$ cat src/rtl/or_rows_stream.sv
// Streaming column-wise OR/AND/XOR reducer over frames of up to ROWS rows.
// Ports: clk, resetn, In{Valid,Ready,Data,Last}, Op, Out{Valid,Ready,Data,Count}.
module or_rows_stream #(
  parameter int COLS = 2,
  parameter int ROWS = 8,
  localparam int CW = $clog2(ROWS + 1)
) (
  input  logic            clk,
  input  logic            resetn,
  input  logic            InValid,
  output logic            InReady,
  input  logic [COLS-1:0] InData,
  input  logic            InLast,
  input  logic [1:0]      Op,
  output logic            OutValid,
  input  logic            OutReady,
  output logic [COLS-1:0] OutData,
  output logic [CW-1:0]   OutCount
);

  typedef enum logic [1:0] {
    EMPTY,
    ACCUM,
    DONE
  } state_t;

  state_t          state_q, state_d;
  logic [COLS-1:0] acc_q, acc_d;
  logic [CW-1:0]   cnt_q, cnt_d;
  logic [1:0]      opr_q, opr_d;
  logic [CW-1:0]   cnt_inc;

  function automatic logic [COLS-1:0] fold(
    input logic [1:0]      op,
    input logic [COLS-1:0] a,
    input logic [COLS-1:0] b
  );
    logic [COLS-1:0] r;
    unique case (1'b1)
      (op == 2'b01): r = a & b;
      (op == 2'b10): r = a ^ b;
      default:       r = a | b;
    endcase
    return r;
  endfunction

  assign cnt_inc  = cnt_q + 1'b1;
  assign OutValid = (state_q == DONE);
  // While a result is pending a new row may only enter as it leaves.
  assign InReady  = (state_q == DONE) ? OutReady : 1'b1;
  assign OutData  = acc_q;
  assign OutCount = cnt_q;

  always_comb begin
    state_d = state_q;
    acc_d   = acc_q;
    cnt_d   = cnt_q;
    opr_d   = opr_q;
    unique case (state_q)
      EMPTY: begin
        if (InValid) begin
          acc_d   = InData;
          opr_d   = Op;
          cnt_d   = CW'(1);
          state_d = (InLast || ROWS == 1) ? DONE : ACCUM;
        end
      end
      ACCUM: begin
        if (InValid) begin
          acc_d = fold(opr_q, acc_q, InData);
          cnt_d = cnt_inc;
          if (InLast || cnt_inc == CW'(ROWS))
            state_d = DONE;
        end
      end
      DONE: begin
        if (OutReady) begin
          if (InValid) begin
            acc_d   = InData;
            opr_d   = Op;
            cnt_d   = CW'(1);
            state_d = (InLast || ROWS == 1) ? DONE : ACCUM;
          end else begin
            state_d = EMPTY;
          end
        end
      end
      default: state_d = EMPTY;
    endcase
  end

  always_ff @(posedge clk or negedge resetn) begin
    if (!resetn) begin
      state_q <= EMPTY;
      acc_q   <= '0;
      cnt_q   <= '0;
      opr_q   <= 2'b00;
    end else begin
      state_q <= state_d;
      acc_q   <= acc_d;
      cnt_q   <= cnt_d;
      opr_q   <= opr_d;
    end
  end

endmodule

$ cat config.mk
export PLATFORM = sky130hd
export DESIGN_NAME = or_rows_stream
export DESIGN_NICKNAME = d
export VERILOG_FILES = /design/src/rtl/or_rows_stream.sv
export SDC_FILE = /design/constraint.sdc
export NUM_CORES = 1
export LEC_CHECK = 0
export ABC_CLOCK_PERIOD_IN_PS = 1900
export CORE_MARGIN = 1.5
export CORE_UTILIZATION = 35
export DETAILED_ROUTE_END_ITERATION = 10
export DONT_BUFFER_PORTS = 1
export GPL_TIMING_DRIVEN = 0
export PLACE_DENSITY = 0.57
export SLEW_MARGIN = 20
export SYNTH_ARGS = -nofsm -noshare
export SYNTH_HDL_FRONTEND = slang
export SYNTH_SLANG_ARGS = --single-unit
$ cat constraint.sdc
create_clock -name clk -period 1.9 [get_ports clk]
set_input_delay 0.38 -clock clk [delete_from_list [all_inputs] [get_ports clk]]
set_output_delay 0.38 -clock clk [all_outputs]
set_load 0.01 [all_outputs]
### After elaboration in Yosys (flattened, before gate mapping)

Cells that the tools add are included.
W data, S select, Z words.

* bits in registers: 10
* latch bits: 0
* bits in writable memories: 0
* memory bits (read-only): 0
* input bits: 9
* output and inout port bits: 8
* word-level logic and storage cells: 44
* memories kept: 0

* $add $sub $neg: 1
* multipliers: 0
* div/mod/pow operators: 0
* magnitude comparators: 0
* equality and inequality tests: 9
* shift operators: 0
* mux-type cells: 20
* bitwise gates (word level): 3
* reductions and logical operators: 7

Operator list (count)
* $mux W2: 11
* $mux W4: 3
* $pmux W2 S3: 2
* $pmux W4 S3: 1
* $pmux W2 S2: 2
* $ne A2 B2 Y1 const B: 3
* $add A4 B1 Y4 const B: 1
* $eq A2 B1 Y1 const B: 2
* $eq A2 B2 Y1 const B: 2
* $eq A4 B4 Y1 const B: 1
* $reduce_and A4 Y1: 1
* $reduce_and A3 Y1: 1
* $reduce_bool A3 Y1: 1
* $and A2 B2 Y2: 1
* $logic_not A2 Y1: 1
* $ne A2 B1 Y1 const B: 1
* $or A2 B2 Y2: 1
* $reduce_and A2 Y1: 1
* $reduce_bool A2 Y1: 1
* $xor A2 B2 Y2: 1
* $logic_or A1 B1 Y1: 1
* $mux W1: 1

### Logic depth before layout (Yosys ltp)

* depth after elaboration: 6
* gate-level depth with buffers: 5

### Least setup slack after synthesis

OpenSTA, ideal clock, no wires.

* path kind: register to register
* from: reg acc_q[0] (netlist: OutData[0])
* to: reg acc_q[0] (netlist: OutData[0])
* arrival time: 1.133 ns
* required time: 1.766 ns
* path slack: 0.633 ns
* stages on the path, launching flop included: 6
* clock period less this slack: 1.267 ns
* cell sequence: dfrtp_1 inv_1 ha_1 a221oi_1 a211o_1 a22oi_1

* cells in the longest elaborated chain, start to end: 4
* elaborated cells on any way between the ends: 8

RTL lines
* from (decl): line 28 `logic [COLS-1:0] acc_q, acc_d;`
* from (signal assigned): line 95 `acc_q <= '0;`
* from (signal assigned): line 100 `acc_q <= acc_d;`
* $or A2 B2 Y2, or another cell as far along: line 42 `default: r = a | b;`
* $pmux W2 S2: line 39 `unique case (1'b1)`
* $mux W2: line 69 `if (InValid) begin`
* $pmux W2 S3 *: line 59 `unique case (state_q)`

Mark *: on every way between the ends. The rest lies on a longest branch, timed or not. The select of a mux whose other input is x is not followed.
A chain may end at the register's enable or synchronous reset.

### Final worst setup path

* from: reg state_q[1]
* to: out InReady

* cells in the longest elaborated chain, start to end: 2

RTL lines
* from (decl): line 27 `state_t state_q, state_d;`
* from (signal assigned): line 99 `state_q <= state_d;`
* $eq A2 B2 Y1
* via OutValid: line 15 `output logic OutValid,`
* $mux W1: line 50 `assign InReady = (state_q == DONE) ? OutReady : 1'b1;`
* to (decl): line 11 `output logic InReady,`

The timed path passes the listed nets, and every way through them passes these cells.

==> results.json <==
{
  "crit-reg2reg-capture": "OutData[1]$_DFFE_PN0P_",
  "synth_largest_type_area_fraction_pct": 38.24,
  "final_count_of_pins_violating_max_slew": 0,
  "total_leakage_power_nw": 0.3371,
  "drtIter0Drc": 4,
  "drcViolationCount": 0,
  "dpl_cell_area_um2": 685.7,
  "port_buffers": 0,
  "number_of_failing_hold_endpoints_at_the_final_stage": 0,
  "timing_worst_slew_pin_value_ps": 468.6,
  "syn_avg_cell_area_um2": 10.55,
  "grt_remaining_overflow": 0,
  "slew_margin_rel_pct": 68.66,
  "drive_gt1_share_pct": 10.45,
  "first_pass_grt_wire_length_um": 2049,
  "path_class": "flop to output pin",
  "synth_edf_count": 0,
  "number_of_levels_in_the_clock_h_tree": 1,
  "ys_async_rst_share_pct": 100.0,
  "max_cap_violations": 0,
  "num_vias": 484,
  "cp-end-kind": "output pin",
  "fp.dieArea_um2": 2138,
  "cts_sinks": 10,
  "synth.largest_area_cell": "sky130_fd_sc_hd__dfrtp_1",
  "utilization_after_layout_pct": 41.94,
  "layout.cell_area.non_filler_um2": 732.0,
  "timing.hold.ws_ps": 251.6,
  "worst_slack_ps": 291.9,
  "slack_of_the_worst_reg_to_reg_path_ps": 510,
  "gp_routability_congestion": 0.7302,
  "finalWorstPathRequiredPeriod_ps": 1608,
  "wl_per_cell_um": 13.58,
  "initial_utilization_pct": 37.49,
  "grt_pass1_vias": 471,
  "syn-cell-area_um2": 654.4,
  "clk_transition_reported_paths_ps": 70,
  "first_pass_iters": 4,
  "post-place-ws_ps": 535.3,
  "grt_start_max_net_pins": 11,
  "tritoncts": "built",
  "post_drt_via_cell_ratio": 5.261,
  "critical_path_required_ps": 1520,
  "postSynth.topFlopCell": "sky130_fd_sc_hd__dfrtp_1",
  "cts_root_buffer": "sky130_fd_sc_hd__clkbuf_4",
  "timing.setup.tns_ps": 0,
  "max_freq_ghz": 0.6218,
  "outcome": "finished clean",
  "ys_types": 26,
  "seq_area_frac_synth_pct": 38.24,
  "most_common_cell_in_the_synthesized_netlist": "sky130_fd_sc_hd__dfrtp_1",
  "route.final.wire_length_um": 1249,
  "synthesis_to_finish_area_growth_pct": 11.85,
  "worst-r2r-cell-count": 5,
  "grt_usage_pct": 13.90,
  "clock_latency_ps": 270,
  "ys_top_cells_by_count": "10 x sky130_fd_sc_hd__dfrtp_1, 7 x sky130_fd_sc_hd__ha_1, 7 x sky130_fd_sc_hd__inv_1",
  "max-vdd-ir-drop_mv": 0.3002,
  "timing.clock.skew_ps": 4.437,
  "crit_path_start_kind": "flop",
  "post-cts-setup-buffer-count": 0,
  "die_h_um": 46.24,
  "dieWidth_um": 46.24,
  "regToRegStartpoint": "OutData[1]$_DFFE_PN0P_",
  "critical_path_arrival_ps": 1230,
  "max-clock-path-buffers": 2,
  "rows": 15,
  "cp-startpoint": "state_q[1]$_DFFE_PN0P_",
  "grt_antenna_before_repair": 0,
  "dp_hpwl_um": 945.8,
  "antenna_cells": 0,
  "setup_viol": 0,
  "nets": 84,
  "powerDensity_nw_per_um2": 1002,
  "placeableCoreArea_um2": 1745,
  "drt_antenna_net_count": 0,
  "synth_top_cells_by_area": "sky130_fd_sc_hd__dfrtp_1 38%, sky130_fd_sc_hd__ha_1 13%, sky130_fd_sc_hd__a221oi_1 5.4%",
  "top_level_ports": 17,
  "rsz_0062_raised_after_global_routing": "no",
  "synthesis.nets": 78,
  "critical_path.max_fanout": 9,
  "min-delay-path-class": "input pin to flop",
  "cts_buffers": 3,
  "synthesis.instances": 62,
  "ys_seq_elements": 10,
  "critPathCapture": "InReady",
  "period_utilisation_layout_pct": 84.64,
  "ys.warnings.count": 0
}
[how the worst min path moves through the flow]
stage / from / to / cells past startpoint
floorplan: resetn / OutCount[0]$_DFFE_PN0P_ / 0
finish: Op[1] / opr_q[1]$_DFFE_PN0P_ / 1
global placement: resetn / OutData[0]$_DFFE_PN0P_ / 0
detailed placement: resetn / OutData[0]$_DFFE_PN0P_ / 0
CTS: Op[1] / opr_q[1]$_DFFE_PN0P_ / 1
global route: Op[0] / opr_q[0]$_DFFE_PN0P_ / 1
[sequential cells by signal, indices dropped and copies added, names as in the netlist]
name	count
OutCount	4
OutData	2
opr_q	2
state_q	2
[stage by stage]
step | power (W) | cells
final | 0.0007332 | 92
after global routing | 0.0007985 | 92
after CTS | 0.0007437 | 92
after detailed placement | 0.0005379 | 87
after global placement | 0.0005331 | 87
after floorplan | 0.0004931 | 62
[placed cells by master (no fill, tap or decap), types with 2 or more instances in the layout]
cell and count:
sky130_fd_sc_hd__a211o_1 2, sky130_fd_sc_hd__a21o_1 2, sky130_fd_sc_hd__a221oi_1 4, sky130_fd_sc_hd__a22oi_1 2, sky130_fd_sc_hd__clkbuf_4 3, sky130_fd_sc_hd__dfrtp_1 10
sky130_fd_sc_hd__ha_1 7, sky130_fd_sc_hd__inv_1 7, sky130_fd_sc_hd__mux2_1 2, sky130_fd_sc_hd__nand2_1 2, sky130_fd_sc_hd__nand2b_1 3, sky130_fd_sc_hd__nand3_1 2
sky130_fd_sc_hd__nand3b_1 2, sky130_fd_sc_hd__nor2b_1 2, sky130_fd_sc_hd__o2bb2ai_1 3
[layout make-up]
type	instances	area, um2
inverter	8	30.03
sequential	10	250.2
multi-input combinational	44	374.1
fill	173	1013
tap	25	31.28
timing repair buffer	1	10.01
clock buffer	4	36.28
[per-layer routing]
layer / track usage (%) / vias to the layer above / share of wire, %
met5: 0 / - / 0
met4: 8.571 / 0 / 0.96
met3: 5.098 / 2 / 3.4
met2: 17.78 / 9 / 44
met1: 19.29 / 233 / 52
li1: - / 240 / -
[critical path, cell delays in order, from the launching register on]
cell and delay (ps):
sky130_fd_sc_hd__dfrtp_1 490, sky130_fd_sc_hd__nor2b_1 320, sky130_fd_sc_hd__nand2b_1 150
[report_power, final]
part | switching, W | internal [W] | leakage, nW
combinational | 0.0000981 | 0.0000983 | 0.193
sequential | 0.0000841 | 0.000259 | 0.123
clock | 0.0000769 | 0.000116 | 0.0210
total | 0.000259 | 0.000474 | 0.337
[kinds of logic (layout without fill, tap and decap cells)]
| group | after synthesis | in the layout | share of synthesized area, % |
|---|---|---|---|
| AOI/OAI and AO/OA | 18 | 18 | 22.37 |
| and+or+nand+nor | 15 | 15 | 15.30 |
| DFF | 10 | 10 | 38.24 |
| buffers and inverters | 8 | 13 | 4.589 |
| adders and majority gates | 7 | 7 | 13.38 |
| xor gates and xnor gates | 2 | 2 | 2.677 |
| muxes | 2 | 2 | 3.441 |
[timing repair]
action                                 CTS  global route
gates resized for setup                  0             0
hold buffers                             1             0
endpoints found under the hold margin   10             0
Note: power is estimated with default switching activity, not from simulation.
